### src/rtl/uart_pkg.sv
// Shared UART definitions: FSM state type, parity modes, parameter legality
// check and the parity helper used by the transmitter.
package uart_pkg;

    typedef enum logic [2:0] {
        ST_IDLE   = 3'd0,
        ST_START  = 3'd1,
        ST_DATA   = 3'd2,
        ST_PARITY = 3'd3,
        ST_STOP   = 3'd4
    } tx_state_e;

    localparam int PAR_NONE = 0;
    localparam int PAR_EVEN = 1;
    localparam int PAR_ODD  = 2;

    function automatic bit cfg_ok(input int clks, input int dbits, input int par, input int stops);
        return (clks >= 2) && (dbits >= 5) && (dbits <= 9) &&
               (par >= PAR_NONE) && (par <= PAR_ODD) && ((stops == 1) || (stops == 2));
    endfunction

    // Zero-extended data bits do not disturb the reduction, so one width serves all sizes.
    function automatic logic parity_bit(input logic [8:0] data, input int par);
        if (par == PAR_ODD) begin
            return ~^data;
        end else begin
            return ^data;
        end
    endfunction

endpackage

### src/rtl/uart_bit_timer.sv
// Bit-period timer: counts CLKS_PER_BIT cycles and flags the last cycle of
// each bit. Shared between the TX and RX sides.
module uart_bit_timer #(
    parameter int CLKS_PER_BIT = 217
) (
    input  logic clk,
    input  logic rst_n,
    input  logic clear,
    output logic tick
);

    localparam int CW = (CLKS_PER_BIT > 1) ? $clog2(CLKS_PER_BIT) : 1;

    logic [CW-1:0] cnt_q;
    logic [CW-1:0] cnt_d;

    assign tick = (cnt_q == CW'(CLKS_PER_BIT - 1));

    // Next count: restart at every bit boundary or while held clear.
    always_comb begin
        cnt_d = cnt_q;
        if (clear || tick) begin
            cnt_d = '0;
        end else begin
            cnt_d = cnt_q + CW'(1);
        end
    end

    // Count register.
    always_ff @(posedge clk or negedge rst_n) begin
        if (!rst_n) begin
            cnt_q <= '0;
        end else begin
            cnt_q <= cnt_d;
        end
    end

endmodule

### src/rtl/uart_tx_cfg.sv
// Configurable UART transmitter: start bit, DATA_BITS data bits LSB first,
// optional parity, one or two stop bits. Outputs other than tx_ready are registered.
module uart_tx_cfg
    import uart_pkg::*;
#(
    parameter int CLKS_PER_BIT = 217,
    parameter int DATA_BITS    = 8,
    parameter int PARITY       = 0,
    parameter int STOP_BITS    = 1
) (
    input  logic                 clk,
    input  logic                 rst_n,
    input  logic                 tx_dv,
    input  logic [DATA_BITS-1:0] tx_data,
    output logic                 tx_ready,
    output logic                 tx_serial,
    output logic                 tx_active,
    output logic                 tx_done
);

    if (!cfg_ok(CLKS_PER_BIT, DATA_BITS, PARITY, STOP_BITS)) begin : g_bad_cfg
        $error("uart_tx_cfg: illegal parameter combination");
    end

    tx_state_e            state_q, state_d;
    logic [DATA_BITS-1:0] data_q, data_d;
    logic [3:0]           bit_cnt_q, bit_cnt_d;
    logic                 stop_cnt_q, stop_cnt_d;
    logic                 par_q, par_d;
    logic                 ser_q, ser_d;
    logic                 act_q, act_d;
    logic                 done_q, done_d;
    logic                 tick;

    uart_bit_timer #(.CLKS_PER_BIT(CLKS_PER_BIT)) u_timer (
        .clk   (clk),
        .rst_n (rst_n),
        .clear (state_q == ST_IDLE),
        .tick  (tick)
    );

    assign tx_ready  = (state_q == ST_IDLE);
    assign tx_serial = ser_q;
    assign tx_active = act_q;
    assign tx_done   = done_q;

    // Next-state and next-output logic; data is shifted so bit 0 is always the next to send.
    always_comb begin
        state_d    = state_q;
        data_d     = data_q;
        bit_cnt_d  = bit_cnt_q;
        stop_cnt_d = stop_cnt_q;
        par_d      = par_q;
        ser_d      = ser_q;
        act_d      = act_q;
        done_d     = 1'b0;
        case (state_q)
            ST_IDLE: begin
                ser_d = 1'b1;
                act_d = 1'b0;
                if (tx_dv) begin
                    state_d    = ST_START;
                    data_d     = tx_data;
                    par_d      = parity_bit(9'(tx_data), PARITY);
                    bit_cnt_d  = 4'd0;
                    stop_cnt_d = 1'b0;
                    ser_d      = 1'b0;
                    act_d      = 1'b1;
                end else begin
                    state_d = ST_IDLE;
                end
            end
            ST_START: begin
                if (tick) begin
                    state_d = ST_DATA;
                    ser_d   = data_q[0];
                end else begin
                    state_d = ST_START;
                end
            end
            ST_DATA: begin
                if (!tick) begin
                    state_d = ST_DATA;
                end else if (bit_cnt_q == 4'(DATA_BITS - 1)) begin
                    if (PARITY != PAR_NONE) begin
                        state_d = ST_PARITY;
                        ser_d   = par_q;
                    end else begin
                        state_d = ST_STOP;
                        ser_d   = 1'b1;
                    end
                end else begin
                    bit_cnt_d = bit_cnt_q + 4'd1;
                    data_d    = data_q >> 1;
                    ser_d     = data_q[1];
                end
            end
            ST_PARITY: begin
                if (tick) begin
                    state_d = ST_STOP;
                    ser_d   = 1'b1;
                end else begin
                    state_d = ST_PARITY;
                end
            end
            ST_STOP: begin
                ser_d = 1'b1;
                if (!tick) begin
                    state_d = ST_STOP;
                end else if (stop_cnt_q == 1'(STOP_BITS - 1)) begin
                    state_d = ST_IDLE;
                    act_d   = 1'b0;
                    done_d  = 1'b1;
                end else begin
                    stop_cnt_d = stop_cnt_q + 1'b1;
                end
            end
            default: begin
                state_d = ST_IDLE;
                ser_d   = 1'b1;
                act_d   = 1'b0;
            end
        endcase
    end

    // State and output registers; reset abandons any frame in flight.
    always_ff @(posedge clk or negedge rst_n) begin
        if (!rst_n) begin
            state_q    <= ST_IDLE;
            data_q     <= '0;
            bit_cnt_q  <= 4'd0;
            stop_cnt_q <= 1'b0;
            par_q      <= 1'b0;
            ser_q      <= 1'b1;
            act_q      <= 1'b0;
            done_q     <= 1'b0;
        end else begin
            state_q    <= state_d;
            data_q     <= data_d;
            bit_cnt_q  <= bit_cnt_d;
            stop_cnt_q <= stop_cnt_d;
            par_q      <= par_d;
            ser_q      <= ser_d;
            act_q      <= act_d;
            done_q     <= done_d;
        end
    end

endmodule

### config.mk
export PLATFORM = sky130hd
export DESIGN_NAME = uart_tx_cfg
export DESIGN_NICKNAME = d
export VERILOG_FILES = /design/src/rtl/uart_pkg.sv /design/src/rtl/uart_bit_timer.sv /design/src/rtl/uart_tx_cfg.sv
export SDC_FILE = /design/constraint.sdc
export NUM_CORES = 1
export LEC_CHECK = 0
export BUFFER_PORTS_ARGS = -buffer_cell sky130_fd_sc_hd__buf_2
export CORE_MARGIN = 2
export CORE_UTILIZATION = 60
export CTS_BUF_LIST = sky130_fd_sc_hd__clkbuf_16
export CTS_CLUSTER_SIZE = 14
export DETAILED_ROUTE_END_ITERATION = 7
export PLACE_DENSITY = 0.9
export SLEW_MARGIN = 20
export SYNTH_ARGS = -nofsm -noshare
export SYNTH_HDL_FRONTEND = slang
export SYNTH_SLANG_ARGS = --single-unit
### constraint.sdc
create_clock -name clk -period 4.8 [get_ports clk]
set_clock_uncertainty 0.05 [all_clocks]
set_input_delay 0.24 -clock clk [delete_from_list [all_inputs] [get_ports clk]]
set_output_delay 0.24 -clock clk [all_outputs]
set_load 0.02 [all_outputs]
* Yosys cells after proc, flatten, opt, wreduce, memory -nomap -nowiden *
Cells that the tools add are included.

storage, ports and cells
  register bits = 27
  output and inout bits = 4
  word-level logic and storage cells = 71

operators by class
  muxes and demuxes = 34
  $add $sub $neg = 3
  eq/ne operators = 15
  bitwise logic cells = 1
  reduce and logical (&&, ||, !) cells = 10

operator list
  cell                                                  number
  2-to-1 mux 8 bit                                      4
  case mux 8 bit (2 select lines)                       1
  2-to-1 mux 1 bit                                      15
  2-to-1 mux 3 bit                                      5
  case mux 3 bit (5 select lines)                       1
  != test 2 bit (second input constant)                 7
  2-to-1 mux 4 bit                                      3
  AND reduction 3 bit                                   3
  adder 8 x 1 -> 8 bit (second input constant)          1
  equality test 8 bit (second input constant)           1
  case mux 4 bit (2 select lines)                       1
  equality test 3 x 2 -> 1 bit (second input constant)  2
  != test 3 bit (second input constant)                 2
  adder 4 x 1 -> 4 bit (second input constant)          1
  equality test 4 x 3 -> 1 bit (second input constant)  1
  case mux 1 bit (4 select lines)                       1
  AND reduction 4 bit                                   1
  nonzero test 2 bit                                    2
  equality test 3 x 1 -> 1 bit (second input constant)  1
  equality test 3 bit (second input constant)           1
  zero test 3 bit                                       1
  case mux 1 bit (3 select lines)                       1
  OR reduction 3 bit                                    1
  2-to-1 mux 2 bit                                      1
  other kinds (5)                                       5

* Logic depth before layout (Yosys ltp) *
Gate-level depths: netlist of run 1.

  depth after elaboration = 4
  depth in mapped cells = 8
  depth with buffers taken out = 6

* By module *
A second synthesis of run 1 with hierarchy kept.

second synthesis, totals
  cells, all modules = 125
  area total of the unflattened synthesis = 1392.6 µm²

modules (own cells, without submodules)
  module          instances  area each (µm²)  cells each
  uart_tx_cfg     1          1006.0           85
  uart_bit_timer  1          386.6            40

* Least setup slack after synthesis of run 1 *
OpenSTA, ideal clock, no wires.

  path type = register to register
  start point = register state_q[0]
  end point = register bit_cnt_q[0]
  slack = 2.821 ns
  path buffers = 1
  data arrival time = 1.804 ns
  stages on the path, launching flop included = 6
  path through = dfrtp_1 -> buf_6 -> nor3_2 -> and2_1 -> a2bb2oi_4 -> mux2_2

between the ends
  longest elaborated chain between the ends = 3
  elaborated cells on any way between the ends = 8

RTL lines
  element                                                               RTL line            source
  from (decl)                                                           uart_tx_cfg.sv:25   tx_state_e state_q, state_d;
  from (signal assigned)                                                uart_tx_cfg.sv:138  state_q <= state_d;
  zero test 3 bit (*)                                                   --
  net tx_ready                                                          uart_tx_cfg.sv:15   output logic tx_ready,
  != test 2 bit (no source line) or nonzero test 2 bit (tied branches)  --
  AND reduction 4 bit (no source line)                                  --
  to (signal assigned)                                                  uart_tx_cfg.sv:140  bit_cnt_q <= bit_cnt_d;
  to (decl)                                                             uart_tx_cfg.sv:27   logic [3:0] bit_cnt_q, bit_cnt_d;

Mark *: on every way through the listed nets, which the timed path passes. The rest lies on a longest branch.
A chain may end at the register's enable or synchronous reset.

* Worst setup path in the final report of run 1 *
  start point = register state_q[0]
  end point = register bit_cnt_q[0]

between the ends
  longest elaborated chain between the ends = 3
  elaborated cells on any way between the ends = 8

RTL lines
  element                                                               RTL line           source
  equality test 3 x 2 -> 1 bit or zero test 3 bit (tied branches)       uart_tx_cfg.sv:57  case (state_q)
  != test 2 bit (no source line) or nonzero test 2 bit (tied branches)  --
  AND reduction 4 bit (no source line)                                  --

Several ways; a longest one is shown, not always the timed one.

==> results.py, run 1 <==
metrics = {
    "status": {
        "status": "finished, final reports clean",
    },
    "critical_path": {
        "required_ns": 4.89,
        "critPathLaunchType": "flop",
        "cp_num_buf_inv": 0,
        "critical_path_arrival_ns": 2.14,
        "max_stage_delay_ns": 0.53,
        "crit_type": "reg2reg",
        "critPathTopFamily": "simple AND/OR/NAND/NOR gates",
        "ff2ff_setup_slack_ns": 2.75,
        "cpMaxStageDelayCell": "or3b_4",
        "crit_chain": "or3b_4 > nor2_4 > a2bb2oi_4 > mux2_2",
        "endpoint_kind": "flop",
        "crit_fanout": 12,
    },
    "cells_and_area": {
        "antenna_cells": 0,
        "area_delta_synth_final_pct": 14.0,
        "drive_gt1_share_pct": 21.5,
        "nets": 164,
    },
    "synthesis": {
        "synth_fp_nets": 150,
        "synth_area_sq_um": 1340,
        "syn_avg_cell_area_sq_um": 9.86,
        "syn_inst": 136,
        "synth_cell_types": 42,
        "synth_ff_type": "dfrtp_1",
        "ys_warn_count": 0,
        "yosysSeqAreaShare_pct": 48.6,
        "synth_enable_flop_cells": 0,
        "synthArstFlopShare_pct": 100,
        "ys_seq_elements": 26,
    },
    "floorplanning": {
        "row_count": 17,
        "start_util_pct": 61.8,
        "die_area_sq_um": 2630,
        "die_w_um": 51.3,
        "core_area_sq_um": 2170,
        "io_pins": 15,
        "die_y_um": 51.3,
    },
    "sta": {
        "setup_viol": 0,
        "period_share_pct": 42.7,
        "fin_crit_ns": 2.05,
        "finalHoldWorstSlack_ns": 0.181,
        "final.setup.tns_ns": 0,
        "fmax_mhz": 488,
        "worst_slack_ns": 2.75,
        "worstMarginPinSlew_ns": 0.549,
        "relSlewSlack_pct": 63.4,
        "rsz0062_at_grt": "no",
        "final_max_slew_viol_count": 0,
        "timing.final.hold_violations": 0,
    },
    "clock_tree": {
        "numCtsBuffers": 3,
        "clock_tree.root_cell": "clkbuf_16",
        "cts_tree": "yes",
        "insertion_delay_ns": 0.26,
        "clk_path_buf_depth": 2,
        "cts_setup_buffers": 0,
        "clk_pin_slew_worst_paths_ns": 0.06,
        "cts-htree-levels": 1,
        "cts_resized": 0,
        "clock-sinks": 26,
    },
    "detailed_routing": {
        "ant_nets": 0,
        "drcViolationCount": 0,
        "avgViaCountPerCell": 5.73,
        "drt_iter0_markers": 47,
        "num_vias": 1015,
        "drt-wirelength-per-cell_um": 14.2,
        "totalWireLength_mm": 2.51,
        "firstDrtPassIters": 5,
    },
    "power": {
        "vdd_drop_max_mv": 0.202,
        "p_per_area_nw_per_um2": 310,
        "leakage_nw": 0.752,
    },
    "place": {
        "gp_congestion": 0.829,
        "dp_hpwl_mm": 1.61,
        "preCtsSetupSlack_ns": 2.79,
        "io_buffers": 14,
    },
    "global_routing": {
        "first_global_vias": 1017,
        "antenna_found_initial": 0,
        "overflow": 0,
        "grt_usage_pct": 23.4,
        "grt_max_degree": 27,
        "grt_first_pass_wirelength_mm": 4.51,
    },
    "min_path": {
        "min_path_type": "in2reg",
    },
    "flow_run": {
        "drv_cap": 0,
    },
}
[synth_stat cells (2+ instances only)]
cell | n | area [sq um]
dfrtp_1 | 25 | 626
nand2_1 | 25 | 93.8
nor2_1 | 15 | 56.3
mux2_2 | 7 | 78.8
inv_1 | 6 | 22.5
o21ai_0 | 6 | 30.0
nand3_1 | 4 | 20.0
xnor2_1 | 4 | 35.0
clkbuf_1 | 3 | 11.3
ha_1 | 3 | 37.5
a21oi_1 | 2 | 10.0
buf_2 | 2 | 10.0
nand2b_1 | 2 | 12.5
nand4_1 | 2 | 12.5
nor3b_1 | 2 | 15.0
xor2_1 | 2 | 17.5
[final timing paths]
kind                            cells after the start      endpoint        from
worst max-delay path                                4  bit_cnt_q[0]  state_q[0]
worst min-delay path                                2     data_q[7]  tx_data[7]
worst max register to register                      4  bit_cnt_q[0]  state_q[0]
worst min register to register                      1     tx_active   tx_active
max in group asynchronous                           2     tx_serial       rst_n
min in group asynchronous                           2     tx_active       rst_n
[per-stage QoR]
| stage | cell area [sq um] | utilization (%) | cells | power [mW] |
|---|---|---|---|---|
| 2_1_floorplan | 1340 | - | 136 | 0.228 |
| 3_3_place_gp | 1410 | 65.2 | 172 | 0.236 |
| 3_5_place_dp | 1410 | 65.2 | 172 | 0.237 |
| 4_1_cts | 1530 | 70.5 | 177 | 0.476 |
| 5_1_grt | 1530 | 70.5 | 177 | 0.490 |
| 6_report | 1530 | 70.5 | 177 | 0.473 |
[kinds of logic after synthesis]
| kind of cell | share of synthesized area, % |
|---|---|
| AO/OA/AOI/OAI | 9.24 |
| XOR/XNOR | 3.92 |
| adder cells (fa/ha/maj) | 2.80 |
| buffers and inverters | 4.66 |
| flip-flops | 48.6 |
| multiplexers | 7.46 |
| AND/OR/NAND/NOR | 23.3 |
[cell type report]
type | count | area (sq um)
clock buffers | 3 | 75.1
clock inverters | 1 | 30.0
fillers | 161 | 641
inverters | 6 | 22.5
multi-input cells | 97 | 627
flip-flops and latches | 26 | 652
well taps | 28 | 35.0
repair buffers | 16 | 87.6
[where the power goes]
group / internal [mW] / total [mW] / switching [mW]
logic: 0.00528 / 0.0128 / 0.00754
clock network: 0.166 / 0.241 / 0.0747
registers: 0.220 / 0.220 / 0.000153
[layer usage]
layer / part of all wire [%] / vias up / global-route usage (%)
met1: 42 / 489 / 29.6
met2: 51 / 36 / 38.5
met4: 1.7 / 0 / 11.4
met5: 0 / - / 0
li1: - / 485 / -
met3: 5.3 / 5 / 4.68
[sequential cells by signal (all words and copies together) (netlist names)]
register	count
state_q	3
tx_active	1
tx_done	1
bit_cnt_q	4
tx_serial	1
data_q	8
u_timer.cnt_q	8
[placed cells by master, fill, tap and decap left out, types with 2 or more instances in the layout]
master / n
a21oi_1: 2
buf_2: 14
clkbuf_16: 3
dfrtp_1: 25
ha_1: 3
inv_1: 6
mux2_2: 7
nand2_1: 25
nand2b_1: 2
nand3_1: 4
nand4_1: 2
nor2_1: 15
nor3b_1: 2
o21ai_0: 6
xnor2_1: 4
xor2_1: 2
[timing repair]
| action | 4_1_cts | 5_1_grt |
|---|---|---|
| setup endpoints to repair | 0 | 0 |
| hold buffers | 1 | 0 |
| endpoints found under the hold margin | 25 | 0 |
Note: power is estimated with default switching activity, not from simulation.
==> inputs of run 2 (changes only) <==
--- a/config.mk
+++ b/config.mk
@@ -7,11 +7,11 @@
 export LEC_CHECK = 0
 export BUFFER_PORTS_ARGS = -buffer_cell sky130_fd_sc_hd__buf_2
 export CORE_MARGIN = 2
-export CORE_UTILIZATION = 60
+export CORE_UTILIZATION = 51
 export CTS_BUF_LIST = sky130_fd_sc_hd__clkbuf_16
 export CTS_CLUSTER_SIZE = 14
 export DETAILED_ROUTE_END_ITERATION = 7
-export PLACE_DENSITY = 0.9
+export PLACE_DENSITY = 0.83
 export SLEW_MARGIN = 20
 export SYNTH_ARGS = -nofsm -noshare
 export SYNTH_HDL_FRONTEND = slang
==> constraint.sdc (replaced) <==
create_clock -name clk -period 1.75 [get_ports clk]
set_clock_uncertainty 0.05 [all_clocks]
set_input_delay 0.0875 -clock clk [delete_from_list [all_inputs] [get_ports clk]]
set_output_delay 0.0875 -clock clk [all_outputs]
set_load 0.02 [all_outputs]
==> run 2 against run 1 <==
The flow now finishes with violations (negative setup slack). Final cell count grew 11%. Highest routed layer unchanged. Power up 140%. Largest power group is now registers. Sequential share of layout area decreased by 4.2 points. Sequential power grew to 2.7 times the previous value. Critical endpoint is now data_q[0]. Die area rose by 16%. First-iteration DRC count shrank 53%. Combinational power rose to 2.9 times the previous value. Setup slack lost 2.8 ns. Worst hold slack got worse by 0.14 ns. Routed wire length grew 22%.
==> results.py, run 2 (synthesis gave the netlist of run 1 again) <==
metrics = {
    "cells_and_area": {
        "drive_gt1_share_pct": 32.9,
        "final_cell_mix": "nand2_1, dfrtp_1, buf_4",
        "area_delta_synth_final_pct": 26.4,
        "antenna_cells": 0,
        "reg.largest.list": "data_q: 8 flops, u_timer.cnt_q: 8 flops, bit_cnt_q: 4 flops",
        "nets": 182,
        "utilization_pct": 68.4,
    },
    "clock_tree": {
        "cts_tree": "yes",
        "clk_pin_slew_worst_paths_ns": 0.06,
        "clk_path_buf_depth": 2,
        "clock_tree.root_cell": "clkbuf_16",
        "cts-htree-levels": 1,
        "clock-sinks": 26,
        "cts_setup_buffers": 0,
        "insertion_delay_ns": 0.26,
        "numCtsBuffers": 3,
    },
    "place": {
        "dp_hpwl_mm": 1.99,
        "io_buffers": 14,
        "gp_congestion": 0.779,
    },
    "sta": {
        "final_max_slew_viol_count": 0,
        "relSlewSlack_pct": 61.8,
        "worst_slack_ns": -0.0291,
        "period_share_pct": 102,
        "rsz0062_at_grt": "yes",
        "worstMarginPinSlew_ns": 0.572,
        "setup_viol": 4,
        "fin_crit_ns": 1.78,
        "fmax_mhz": 562,
        "timing.final.hold_violations": 0,
    },
    "global_routing": {
        "overflow": 0,
        "first_global_vias": 1150,
        "grt_usage_pct": 22.1,
        "grt_first_pass_wirelength_mm": 5.33,
        "grt_max_degree": 27,
        "antenna_found_initial": 0,
    },
    "critical_path": {
        "required_ns": 1.84,
        "crit_chain": "ha_2 > and3b_2 > nor2_4 > a2bb2oi_4 > mux2_2",
        "max_stage_delay_ns": 0.39,
        "critical_path_arrival_ns": 1.87,
        "cpMaxStageDelayCell": "dfrtp_1",
        "endpoint_kind": "flop",
        "critPathLaunchType": "flop",
        "crit_fanout": 5,
        "crit_type": "reg2reg",
    },
    "detailed_routing": {
        "totalWireLength_mm": 3.06,
        "ant_nets": 0,
        "num_vias": 1085,
        "firstDrtPassIters": 4,
        "drt_iter0_markers": 22,
        "drcViolationCount": 0,
        "avgViaCountPerCell": 5.51,
        "drt-wirelength-per-cell_um": 15.5,
    },
    "floorplanning": {
        "start_util_pct": 54.1,
        "die_w_um": 55.3,
        "die_area_sq_um": 3060,
        "die_y_um": 55.3,
        "io_pins": 15,
        "row_count": 18,
        "core_area_sq_um": 2480,
    },
    "status": {
        "status": "finished, violations left",
        "failed_checks": "negative setup slack",
    },
    "min_path": {
        "min_path_type": "in2reg",
    },
    "power": {
        "finalPower_mw": 1.14,
        "vdd_drop_max_mv": 0.671,
        "leakage_nw": 0.838,
        "p_per_area_nw_per_um2": 672,
    },
    "flow_run": {
        "drv_cap": 0,
    },
}
-- run 2: cell count changes in the layout (fill, tap and decap cells not counted), sizes merged --
cell	change
clkinv	+1
a2bb2oi	+1
buf	+17
bufinv	-1
-- run 2: where the power goes --
group | switching [mW] | internal (mW) | total (mW)
Clock | 0.193 | 0.306 | 0.499
Sequential | 0.000562 | 0.603 | 0.604
Combinational | 0.0219 | 0.0146 | 0.0366
-- run 2: what timing repair did --
item | CTS | global route
hold endpoints to repair | 25 | 0
hold buffers | 1 | 0
endpoints found under the setup margin | 8 | 11
gates resized for setup | 1 | 9
pin swaps | 1 | 1
gates cloned | 1 | 0
-- run 2: metal layers --
metal / vias to the layer above / track usage, % / part of all wire (%)
li1: 522 / - / -
met1: 521 / 29.3 / 43
met2: 32 / 36.6 / 50
met3: 10 / 3.51 / 4.1
met4: 0 / 8.01 / 3.3
met5: - / 0 / 0
-- run 2: through the flow --
stage | setup TNS, ns | instances | area [sq um] | setup slack, ns | hold WS (ns)
after floorplan | -0.660 | 136 | 1350 | -0.0845 | -0.258
after global placement | 0 | 191 | 1550 | 0.0137 | 0.0551
after detailed placement | -0.0843 | 191 | 1550 | -0.0230 | 0.0706
after CTS | -0.0362 | 197 | 1660 | -0.0176 | 0.0374
after global routing | -0.355 | 197 | 1700 | -0.0686 | 0.0434
final | -0.0656 | 197 | 1700 | -0.0291 | 0.0389
-- run 2: final cells by class --
class / count / area (sq um)
clock buffer: 3 / 75.1
timing repair buffer: 33 / 215
tap: 30 / 37.5
clock inverter: 1 / 3.75
inverter: 6 / 22.5
multi-input combinational: 98 / 689
fill: 192 / 782
sequential: 26 / 652
-- run 2: worst paths after layout --
path / from / endpoint / slack (ns) / cells after the start
worst max-delay path: bit_cnt_q[0] / data_q[0] / -0.03 / 5
worst min-delay path: tx_data[7] / data_q[7] / 0.04 / 2
worst max register to register: bit_cnt_q[0] / data_q[0] / -0.03 / 5
worst min register to register: tx_active / tx_active / 0.43 / 1
max in group asynchronous: rst_n / u_timer.cnt_q[7] / 0.97 / 2
min in group asynchronous: rst_n / data_q[0] / 0.31 / 2
-- run 2: critical path, delay by kind of cell (launching register included) --
family | cells | cell delay (ns)
simple gates | 2 | 0.40
flops | 1 | 0.39
mux | 1 | 0.38
compound gates | 1 | 0.24
fa+ha+maj | 1 | 0.19
==> inputs of run 3 (changes only) <==
--- a/config.mk
+++ b/config.mk
@@ -6,7 +6,7 @@
 export NUM_CORES = 1
 export LEC_CHECK = 0
 export BUFFER_PORTS_ARGS = -buffer_cell sky130_fd_sc_hd__buf_2
-export CORE_MARGIN = 2
+export CORE_MARGIN = 5
 export CORE_UTILIZATION = 51
 export CTS_BUF_LIST = sky130_fd_sc_hd__clkbuf_16
 export CTS_CLUSTER_SIZE = 14
@@ -16,3 +16,4 @@
 export SYNTH_ARGS = -nofsm -noshare
 export SYNTH_HDL_FRONTEND = slang
 export SYNTH_SLANG_ARGS = --single-unit
+export TNS_END_PERCENT = 5
==> run 3 against run 2 <==
Design area is 1.8% lower. Highest routed layer unchanged. Maximum frequency is 1.1% lower. Critical path depth stayed put. Final cell count is 0.51% lower. The run still ends with negative setup slack left. Utilization is 1.8 points lower. Sequential share of layout area is 0.69 points higher. Critical path type unchanged. Power is 0.56% higher. Via count is 0.92% lower.
==> results.py, run 3 (synthesis gave the netlist of run 1 again) <==
metrics = {
    "detailed_routing": {
        "drcViolationCount": 0,
        "totalWireLength_mm": 2.85,
        "drt-wirelength-per-cell_um": 14.5,
        "firstDrtPassIters": 4,
        "drt_iter0_markers": 35,
        "num_vias": 1075,
        "ant_nets": 0,
        "avgViaCountPerCell": 5.48,
    },
    "cells_and_area": {
        "drive_gt1_share_pct": 30.7,
        "area_delta_synth_final_pct": 24.2,
        "finalNonFillerCells": 196,
        "reg.largest.list": "data_q: 8 flops, u_timer.cnt_q: 8 flops, bit_cnt_q: 4 flops",
        "final_cell_mix": "nand2_1, dfrtp_1, buf_4",
        "antenna_cells": 0,
        "utilization_pct": 66.6,
        "nets": 181,
    },
    "place": {
        "gp_congestion": 0.810,
        "place_inst": 190,
        "preCtsSetupSlack_ns": -0.0483,
        "io_buffers": 14,
        "dp_hpwl_mm": 1.92,
    },
    "sta": {
        "worst_slack_ns": -0.0497,
        "fmax_mhz": 556,
        "final_max_slew_viol_count": 0,
        "relSlewSlack_pct": 61.1,
        "fin_crit_ns": 1.80,
        "timing.final.hold_violations": 0,
        "finalHoldWorstSlack_ns": 0.0241,
        "worstMarginPinSlew_ns": 0.584,
        "period_share_pct": 103,
        "rsz0062_at_grt": "yes",
        "setup_viol": 10,
    },
    "status": {
        "status": "finished, violations left",
        "failed_checks": "negative setup slack",
    },
    "critical_path": {
        "crit_fanout": 5,
        "crit_type": "reg2reg",
        "required_ns": 1.84,
        "endpoint_kind": "flop",
        "critPathLaunchType": "flop",
        "critical_path_arrival_ns": 1.89,
    },
    "clock_tree": {
        "cts-htree-levels": 1,
        "insertion_delay_ns": 0.26,
        "cts_tree": "yes",
        "clk_pin_slew_worst_paths_ns": 0.06,
        "clock-sinks": 26,
        "clock_tree.root_cell": "clkbuf_16",
        "cts_setup_buffers": 0,
        "numCtsBuffers": 3,
        "clk_path_buf_depth": 2,
    },
    "global_routing": {
        "grt_first_pass_wirelength_mm": 4.86,
        "grt_usage_pct": 17.7,
        "overflow": 0,
        "antenna_found_initial": 0,
        "grt_max_degree": 27,
        "first_global_vias": 1128,
    },
    "power": {
        "vdd_drop_max_mv": 0.570,
        "leakage_nw": 0.833,
        "finalPower_mw": 1.15,
        "p_per_area_nw_per_um2": 688,
    },
    "floorplanning": {
        "core_area_sq_um": 2500,
        "die_w_um": 61.3,
        "die_area_sq_um": 3760,
        "io_pins": 15,
        "die_y_um": 61.3,
        "row_count": 18,
        "start_util_pct": 53.7,
    },
    "min_path": {
        "min_path_type": "in2reg",
    },
    "flow_run": {
        "drv_cap": 0,
    },
}
[run 3: cell count changes in the layout (fill, tap and decap cells not counted)]
cell	delta
and3b_1	+1
buf_4	-1
mux2i_2	-1
and3b_2	-1
ha_1	+1
mux2_2	+4
mux2i_1	+1
mux2_4	-4
ha_2	-1
clkinv_1	-1
inv_1	+1
[run 3: power by group]
group / internal, mW / switching [mW] / total [mW]
clock network: 0.306 / 0.199 / 0.505
logic: 0.0145 / 0.0224 / 0.0369
registers: 0.603 / 0.000671 / 0.604
[run 3: layer usage]
layer | up-vias | part of all wire (%) | global-route usage (%)
li1 | 523 | - | -
met1 | 517 | 42 | 21.0
met2 | 28 | 50 | 30.7
met3 | 7 | 4.9 | 3.56
met4 | 0 | 2.1 | 8.05
met5 | - | 0 | 0
[run 3: repair_timing]
item                       4_1_cts  5_1_grt
pin swaps                        1        2
cloned                           1        0
hold endpoints to repair        25        0
gates resized for setup          1        2
hold buffers                     1        0
setup endpoints to repair        9       20
[run 3: layout make-up]
type / count / area (sq um)
Sequential cell: 26 / 652
Clock buffer: 3 / 75.1
Clock inverter: 1 / 3.75
Multi-Input combinational cell: 98 / 667
Timing Repair Buffer: 32 / 208
Inverter: 6 / 22.5
Fill cell: 190 / 835
Tap cell: 30 / 37.5
[run 3: final timing paths]
| path | to | depth (start not counted) | slack, ns | start |
|---|---|---|---|---|
| min in group asynchronous | state_q[0] | 2 | 0.31 | rst_n |
| max | data_q[2] | 5 | -0.05 | bit_cnt_q[0] |
| max reg2reg | data_q[2] | 5 | -0.05 | bit_cnt_q[0] |
| min reg2reg | tx_active | 1 | 0.44 | tx_active |
| max in group asynchronous | u_timer.cnt_q[5] | 2 | 0.95 | rst_n |
| min | data_q[7] | 2 | 0.02 | tx_data[7] |
[run 3: worst max-delay path, cell delays in order, from the launching register on]
cell and delay, ns:
dfrtp_1 0.39, ha_1 0.23, and3b_1 0.24, nor2_4 0.18, a2bb2oi_4 0.23, mux2_2 0.36
[run 3: metrics by stage]
stage	TNS [ns]	instance area, sq um
after floorplan	-0.660	1350
after global placement	0	1550
after detailed placement	-0.280	1550
after CTS	-0.206	1650
after global routing	-0.811	1670
final	-0.265	1670
